[src/rtl/tk_sched_pkg.sv]
// rtl/tk_sched_pkg.sv - shared types, constants and round-constant LFSR step for the tweakey sequencer
package tk_sched_pkg;

  localparam int NR_DEFAULT = 40;
  localparam int RC_WIDTH = 6;
  localparam logic [RC_WIDTH-1:0] RC_INIT = 6'h01;

  typedef enum logic [1:0] {
    IDLE  = 2'd0,
    LOAD  = 2'd1,
    ROUND = 2'd2,
    DONE  = 2'd3
  } tk_state_e;

  // Skinny 6-bit round-constant LFSR: shift left, feedback rc5 ^ rc4 ^ 1
  function automatic logic [RC_WIDTH-1:0] rc_next(input logic [RC_WIDTH-1:0] rc);
    return {rc[4:0], rc[5] ^ rc[4] ^ 1'b1};
  endfunction

endpackage

[src/rtl/rc_lfsr6.sv]
// rtl/rc_lfsr6.sv - 6-bit round-constant register with load/step/hold controls
module rc_lfsr6
  import tk_sched_pkg::*;
(
  input  logic                clk,
  input  logic                rst_n,
  input  logic                load_i,
  input  logic                step_i,
  output logic [RC_WIDTH-1:0] rc_o
);

  logic [RC_WIDTH-1:0] rc_q;
  logic [RC_WIDTH-1:0] rc_d;

  // Load has priority over step; neither asserted holds the current constant
  always_comb begin
    rc_d = rc_q;
    if (load_i) begin
      rc_d = RC_INIT;
    end else if (step_i) begin
      rc_d = rc_next(rc_q);
    end
  end

  // Constant register, cleared to zero on reset
  always_ff @(posedge clk or negedge rst_n) begin
    if (!rst_n) begin
      rc_q <= '0;
    end else begin
      rc_q <= rc_d;
    end
  end

  assign rc_o = rc_q;

endmodule

[src/rtl/tweakey_sched_ctrl.sv]
// rtl/tweakey_sched_ctrl.sv - Skinny-128-384+ tweakey schedule sequencer; optional stall via TKCTRL_HOLD_EN
module tweakey_sched_ctrl
  import tk_sched_pkg::*;
#(
  parameter int NR  = NR_DEFAULT,
  parameter int RCW = 6
) (
  input  logic                  clk,
  input  logic                  rst_n,
  input  logic                  start_i,
`ifdef TKCTRL_HOLD_EN
  input  logic                  hold_i,
`endif
  output logic                  busy_o,
  output logic                  done_o,
  output logic                  tk_sel_o,
  output logic                  tk_en_o,
  output logic                  core_en_o,
  output logic [$clog2(NR)-1:0] round_o,
  output logic [RCW-1:0]        rc_o
);

  localparam int RW = $clog2(NR);
  localparam logic [RW-1:0] LAST_ROUND = RW'(NR - 1);

  tk_state_e           state_q;
  tk_state_e           state_d;
  logic [RW-1:0]       round_q;
  logic [RW-1:0]       round_d;
  logic                rc_load;
  logic                rc_step;
  logic                stall;
  logic [RC_WIDTH-1:0] rc_w;

`ifdef TKCTRL_HOLD_EN
  assign stall = hold_i;
`else
  assign stall = 1'b0;
`endif

  rc_lfsr6 u_rc (
    .clk    (clk),
    .rst_n  (rst_n),
    .load_i (rc_load),
    .step_i (rc_step),
    .rc_o   (rc_w)
  );

  // Next-state, round counter update and Moore output decode; a stall only matters in LOAD/ROUND
  always_comb begin
    state_d   = state_q;
    round_d   = round_q;
    rc_load   = 1'b0;
    rc_step   = 1'b0;
    busy_o    = 1'b0;
    done_o    = 1'b0;
    tk_sel_o  = 1'b0;
    tk_en_o   = 1'b0;
    core_en_o = 1'b0;
    unique case (state_q)
      IDLE: begin
        if (start_i) begin
          state_d = LOAD;
        end
      end
      LOAD: begin
        busy_o   = 1'b1;
        tk_sel_o = 1'b1;
        tk_en_o  = !stall;
        if (!stall) begin
          state_d = ROUND;
          round_d = '0;
          rc_load = 1'b1;
        end
      end
      ROUND: begin
        busy_o    = 1'b1;
        core_en_o = !stall;
        // last key is already in the schedule regs; do not advance past it
        tk_en_o   = !stall && (round_q != LAST_ROUND);
        if (!stall) begin
          if (round_q == LAST_ROUND) begin
            state_d = DONE;
          end else begin
            round_d = round_q + 1'b1;
            rc_step = 1'b1;
          end
        end
      end
      DONE: begin
        done_o  = 1'b1;
        state_d = IDLE;
      end
      default: begin
        state_d = IDLE;
      end
    endcase
    // round/rc are only meaningful once a call has started; IDLE presents zeros
    round_o = (state_q == IDLE) ? '0 : round_q;
    rc_o    = (state_q == IDLE) ? '0 : RCW'(rc_w);
  end

  // State and round counter registers
  always_ff @(posedge clk or negedge rst_n) begin
    if (!rst_n) begin
      state_q <= IDLE;
      round_q <= '0;
    end else begin
      state_q <= state_d;
      round_q <= round_d;
    end
  end

endmodule

[config.mk]
export PLATFORM = sky130hd
export DESIGN_NAME = tweakey_sched_ctrl
export DESIGN_NICKNAME = d
export VERILOG_FILES = /design/src/rtl/tk_sched_pkg.sv /design/src/rtl/rc_lfsr6.sv /design/src/rtl/tweakey_sched_ctrl.sv
export SDC_FILE = /design/constraint.sdc
export NUM_CORES = 1
export LEC_CHECK = 0
export BUFFER_PORTS_ARGS = -buffer_cell sky130_fd_sc_hd__buf_4
export CAP_MARGIN = 20
export CELL_PAD_IN_SITES_DETAIL_PLACEMENT = 1
export CELL_PAD_IN_SITES_GLOBAL_PLACEMENT = 1
export CORE_MARGIN = 2
export CORE_UTILIZATION = 39
export CTS_CLUSTER_SIZE = 12
export DETAILED_ROUTE_END_ITERATION = 10
export PLACE_DENSITY = 0.85
export RECOVER_POWER = 50
export SYNTH_ARGS = -nofsm -noshare
export SYNTH_HDL_FRONTEND = slang
export SYNTH_HIERARCHICAL = 1
export SYNTH_SLANG_ARGS = --single-unit
export TNS_END_PERCENT = 5
[constraint.sdc]
create_clock -name clk -period 2.05 [get_ports clk]
set_input_delay 0.41 -clock clk [delete_from_list [all_inputs] [get_ports clk]]
set_output_delay 0.41 -clock clk [all_outputs]
set_load 0.05 [all_outputs]
==> metrics.yaml, run 1 <==
sta:
  grt_setup_unrepaired: "yes"
  finalCriticalPeriod_ns: 2.06
  min_period_over_period_pct: 100
  report.final.slew_viol_count: 0
  setup_viol_count_final: 1
  fin_skew_ns: 0.00673
  finalHoldViolations: 0
  tightestPinTransition_ns: 0.799
  max-slew-margin-rel_pct: 46.7
  fmax_mhz: 485
  final.setup.tns_ns: -0.00982
  holdWs_ns: 0.516
  setup_ws_ns: -0.00982
critical_path:
  cp_slowest_cell: "dfrtp_2"
  path_cells: "or3b_4 > o21a_4 > o21a_1 > buf_6"
  arrival_ns: 1.65
  slowest_delay_ns: 0.42
  crit_path_max_fanout: 4
  end_kind: "output pin"
  cp_top_family: "flip-flops"
  criticalPathCategory: "reg2out"
  worst-path-buf-inv: 1
  cp.required_ns: 1.64
  crit_path_start_kind: "flip-flop"
synthesis:
  ys_types: 30
  synth_area_leaders: "dfrtp_1, nor2b_1, ha_1, mux2i_1, nor2_1"
  yosys_warnings: 6
  yosys.area.top_type: "dfrtp_1"
  yosys_register_bits: 14
  syn_nets: 91
  netlist_area_um2: 835
  syn_inst: 83
  synth_ff_type: "dfrtp_1"
  synth.yosys.seq_area_share_pct: 42.0
  synth.avg_cell_area_um2: 10.1
  synth_edf_count: 0
  synth.top_cell.area_share_pct: 42.0
  synthArstFlopShare_pct: 100
cts:
  root_buffer: "clkbuf_4"
  htreeDepth: 1
  cts_buffers: 3
  cts_max_path_buffers: 2
  insertion_delay_ns: 0.29
  clkTransAtPathRegs_ns: 0.09
  tritoncts: "yes"
  cts_sinks: 14
detailed_routing:
  ant_nets: 0
  drc: 0
  drt_iter0_markers: 11
  wirelength_um: 2300
  drt-pass1-iter-count: 4
  via_per_inst: 5.42
  vias: 748
  routedWlPerCell_um: 16.6
floorplanning:
  io_pins: 20
  dieArea_mm2: 0.00253
  start_util_pct: 42.1
  rows: 16
  fp.dieH_um: 50.3
  die_w_um: 50.3
  core_mm2: 0.00198
global_routing:
  track_usage_pct: 21.0
  antenna_found_initial: 0
  grt_max_degree: 15
  overflow: 0
  grt_pass1_wl_um: 3850
  grt_pass1_vias: 768
min_path:
  hold_class: "in2reg"
final_layout:
  drive_above_1_share_pct: 35.1
  diodes: 0
  fin_area_mm2: 0.00112
  fillers: 218
  area_delta_synth_final_pct: 34.2
  nets: 120
outcome:
  status: "finished with violations"
  violations: "negative setup slack"
place:
  io_buffers: 19
  dp.final_hpwl_um: 1560
  dpl_cell_area_mm2: 0.00103
  place_ws_ns: 0.242
  place.gp.congestion: 0.786
job:
  cap_viol_max_count: 0
==> per-layer routing <==
metal | wire [µm] | global-route usage [%] | share of wire [%] | up-vias
met5 | 0 | 0 | 0 | -
met3 | 117 | 5.65 | 5.1 | 4
met2 | 1260 | 37.7 | 55 | 21
met1 | 896 | 24.2 | 39 | 378
met4 | 21 | 5.56 | 0.91 | 0
li1 | - | - | - | 345
==> through the flow <==
| step | cells | utilization (%) |
|---|---|---|
| after floorplan | 83 | - |
| after global placement | 130 | 51.9 |
| final | 138 | 56.5 |
| after global routing | 138 | 56.5 |
| after detailed placement | 130 | 51.9 |
| after CTS | 138 | 55.9 |
==> worst min-delay path: cells and delay by family <==
family | cells | cell delay, ns
simple gates | 1 | 0.07
buf+inv | 1 | 0.08
compound gates | 1 | 0.20
==> final cells by class <==
cell class	instances	area [µm²]	area share [%]
Clock buffer	4	36.3	3.24
Sequential cell	14	352	31.4
Inverter	4	15.0	1.34
Timing Repair Buffer	27	216	19.3
Tap cell	27	33.8	3.02
Multi-Input combinational cell	62	467	41.7
==> worst paths after layout <==
kind	from	slack [ns]	end	cells after the start
min in group asynchronous	rst_n	0.71	u_rc/rc_o[1]	2
hold / removal	start_i	0.52	state_q[1]	3
max in group asynchronous	rst_n	0.80	round_q[3]	2
setup / recovery	round_q[3]	-0.01	tk_en_o	4
hold reg to reg	u_rc/rc_o[2]	0.58	u_rc/rc_o[2]	2
setup reg to reg	state_q[0]	0.37	round_q[5]	6
==> layout by cell type, fill, tap and decap left out, types with 2 or more instances in the layout <==
cell type	Yosys	routed
dfrtp_1	14	13
buf_4	1	19
o21ai_0	3	3
inv_1	4	4
buf_6	0	5
nor2b_1	14	11
nor2_1	8	8
a22o_1	2	2
nand3_1	3	3
ha_2	0	2
nand2_1	2	2
clkbuf_4	0	3
mux2i_1	5	5
a21oi_1	3	3
nor2b_2	0	3
clkbuf_1	2	2
ha_1	5	3
==> Yosys cell counts, types with 2 or more instances <==
library cell and number:
dfrtp_1 14, nor2b_1 14, nor2_1 8, ha_1 5, mux2i_1 5, inv_1 4
a21oi_1 3, nand3_1 3, o21ai_0 3, a22o_1 2, clkbuf_1 2, nand2_1 2
==> what timing repair did <==
item	in CTS	in global routing
cloned	0	0
pin swaps	0	0
gates resized for setup	4	7
hold endpoints to repair	14	0
setup endpoints to repair	3	8
setup buffers	3	0
hold buffers	1	0
==> kinds of logic (layout without fill, tap and decap cells) <==
logic type	after synthesis	after routing	synth area share, %
and+or+nand+nor	32	32	21.1
AOI/OAI and AO/OA	18	18	17.4
DFF	14	14	42.0
buffers and inverters	7	35	3.60
muxes	6	6	7.35
adders and majority gates	5	5	7.50
xor gates and xnor gates	1	1	1.05
==> state kept, by name (all words and copies together) (netlist names) <==
| register | count |
|---|---|
| round_q | 6 |
| state_q | 2 |
| u_rc/rc_o | 6 |
Power of run 1 is not shown: default switching activity piles up to over one toggle a cycle in this logic, so the estimate is an artifact.
==> inputs of run 2 (changes only) <==
Settings changed: CORE_UTILIZATION 39 to 42, PLACE_DENSITY 0.85 to 0.9.
Clock period 2.05 ns to 2.65 ns, I/O delays scaled along.
==> run 2 against run 1 <==
The run now ends clean. Setup slack better by 0.29 ns. Count of clock-buffer cells in the layout is the same. Critical path depth unchanged. Sequential cell count is the same. Register-to-register slack improved by 0.31 ns. Largest cell class unchanged. Highest routed layer unchanged.
==> metrics.yaml, run 2 (synthesized netlist as in run 1, its figures left out) <==
cts:
  cts-resized-gates: 0  # -4
  cts_buffers: 3  # unchanged
  tritoncts: "yes"
  hold_buffers: 0  # -1
  root_buffer: "clkbuf_4"
  clkTransAtPathRegs_ns: 0.10  # about the same
  cts_max_path_buffers: 2  # unchanged
  postCtsSetupRepairBufs: 0  # -3
  htreeDepth: 1  # unchanged
  insertion_delay_ns: 0.28  # about the same
  cts_sinks: 14  # unchanged
job:
  cap_viol_max_count: 0  # unchanged
place:
  io_buffers: 19  # unchanged
  dp.final_hpwl_um: 1460  # -6.7%
  place.gp.congestion: 0.846  # +7.6%
  dp_cells: 127  # -2.3%
global_routing:
  grt_pass1_wl_um: 3420  # -11%
  antenna_found_initial: 0  # unchanged
  track_usage_pct: 18.7  # -2.2 points
  grt_max_degree: 17  # +2
  overflow: 0  # unchanged
  grt_pass1_vias: 692  # -9.9%
floorplanning:
  rows: 16  # unchanged
  die_w_um: 48.6  # -3.4%
  fp.dieH_um: 48.6  # -3.4%
  io_pins: 20  # unchanged
  dieArea_mm2: 0.00236  # -6.6%
  start_util_pct: 43.4  # +1.3 points
  core_mm2: 0.00192  # -3.0%
critical_path:
  path_cells: "inv_1 > ha_1 > clkbuf_1 > buf_4"
  cp_slowest_cell: "clkbuf_1"
  end_kind: "output pin"
  criticalPathCategory: "reg2out"
  crit_path_start_kind: "flip-flop"
  crit_path_max_fanout: 16  # +12
  arrival_ns: 1.84  # +0.19 ns
  slowest_delay_ns: 0.51  # +0.09 ns
  cp_top_family: "buffers and inverters"
  cp.required_ns: 2.12  # +0.48 ns
  worst-path-buf-inv: 3  # +2
final_layout:
  instances_no_fill: 131  # -5.1%
  area_delta_synth_final_pct: 23.7
  mostFrequentLayoutCell: "buf_4"
  layout_common_cells: "buf_4, nor2b_1, dfrtp_1, nor2_1"
  diodes: 0  # unchanged
  fillers: 246  # +13%
  drive_above_1_share_pct: 26.0  # -9.2 points
  nets: 113  # -5.8%
sta:
  max-slew-margin-rel_pct: 46.0  # -0.74 points
  tightestPinTransition_ns: 0.810  # +0.0110 ns
  setup_viol_count_final: 0  # -1
  fin_skew_ns: 0.00419  # -0.00254 ns
  min_period_over_period_pct: 89.5
  final.setup.tns_ns: 0  # +0.00982 ns
  grt_setup_unrepaired: "no"
  fmax_mhz: 422
  finalHoldViolations: 0  # unchanged
  finalCriticalPeriod_ns: 2.37
  report.final.slew_viol_count: 0  # unchanged
detailed_routing:
  drc: 0  # unchanged
  vias: 681  # -9.0%
  drt_iter0_markers: 10  # -1
  drt-pass1-iter-count: 4  # unchanged
  routedWlPerCell_um: 15.7  # -5.9%
  ant_nets: 0  # unchanged
  via_per_inst: 5.20  # -4.1%
  wirelength_um: 2050  # -11%
min_path:
  hold_class: "in2async"
outcome:
  status: "finished, final reports clean"
[run 2: changes by cell type in the layout (fill, tap and decap cells not counted)]
cell / previous run / this run
buf_6: 5 / 0
buf_4: 19 / 18
nor2b_1: 11 / 14
ha_2: 2 / 0
dfrtp_2: 1 / 0
nor2b_2: 3 / 0
ha_1: 3 / 5
dlygate4sd3_1: 1 / 0
dfrtp_1: 13 / 14
[run 2: worst paths after layout]
path / cells past startpoint / to / start / slack [ns]
max: 4 / core_en_o / state_q[0] / 0.28
min: 1 / u_rc/rc_o[5] / rst_n / 0.30
max reg2reg: 6 / round_q[5] / state_q[0] / 0.68
min reg2reg: 2 / u_rc/rc_o[1] / u_rc/rc_o[1] / 0.57
max in group asynchronous: 1 / u_rc/rc_o[1] / rst_n / 1.85
min in group clk: 2 / u_rc/rc_o[1] / u_rc/rc_o[1] / 0.57
[run 2: final cells by class]
class,instances,area [µm²],area share (%)
Clock buffer,4,36.3,3.52
Inverter,4,15.0,1.45
Multi-Input combinational cell,62,454,44.0
Sequential cell,14,350,33.9
Tap cell,27,33.8,3.27
Timing Repair Buffer,20,143,13.8
[run 2: stage by stage]
step | hold WS [ns] | setup WS, ns | util, % | cell area, µm²
4_1_cts | 0.0881 | 0.309 | 54.1 | 1040
6_report | 0.301 | 0.278 | 53.7 | 1030
3_3_place_gp | 0.391 | 0.660 | 52.2 | 1000
5_1_grt | 0.363 | 0.191 | 53.7 | 1030
3_5_place_dp | 0.392 | 0.630 | 52.2 | 1000
2_1_floorplan | 0.234 | 0.418 | - | 835
[run 2: per-layer routing]
layer | wire [µm] | track usage, % | part of all wire [%]
met1 | 925 | 24.1 | 45
met2 | 1050 | 32.4 | 51
met3 | 59 | 3.40 | 2.9
met4 | 13 | 5.24 | 0.63
met5 | 0 | 0 | 0
Power of run 2 is left out for the same reason.
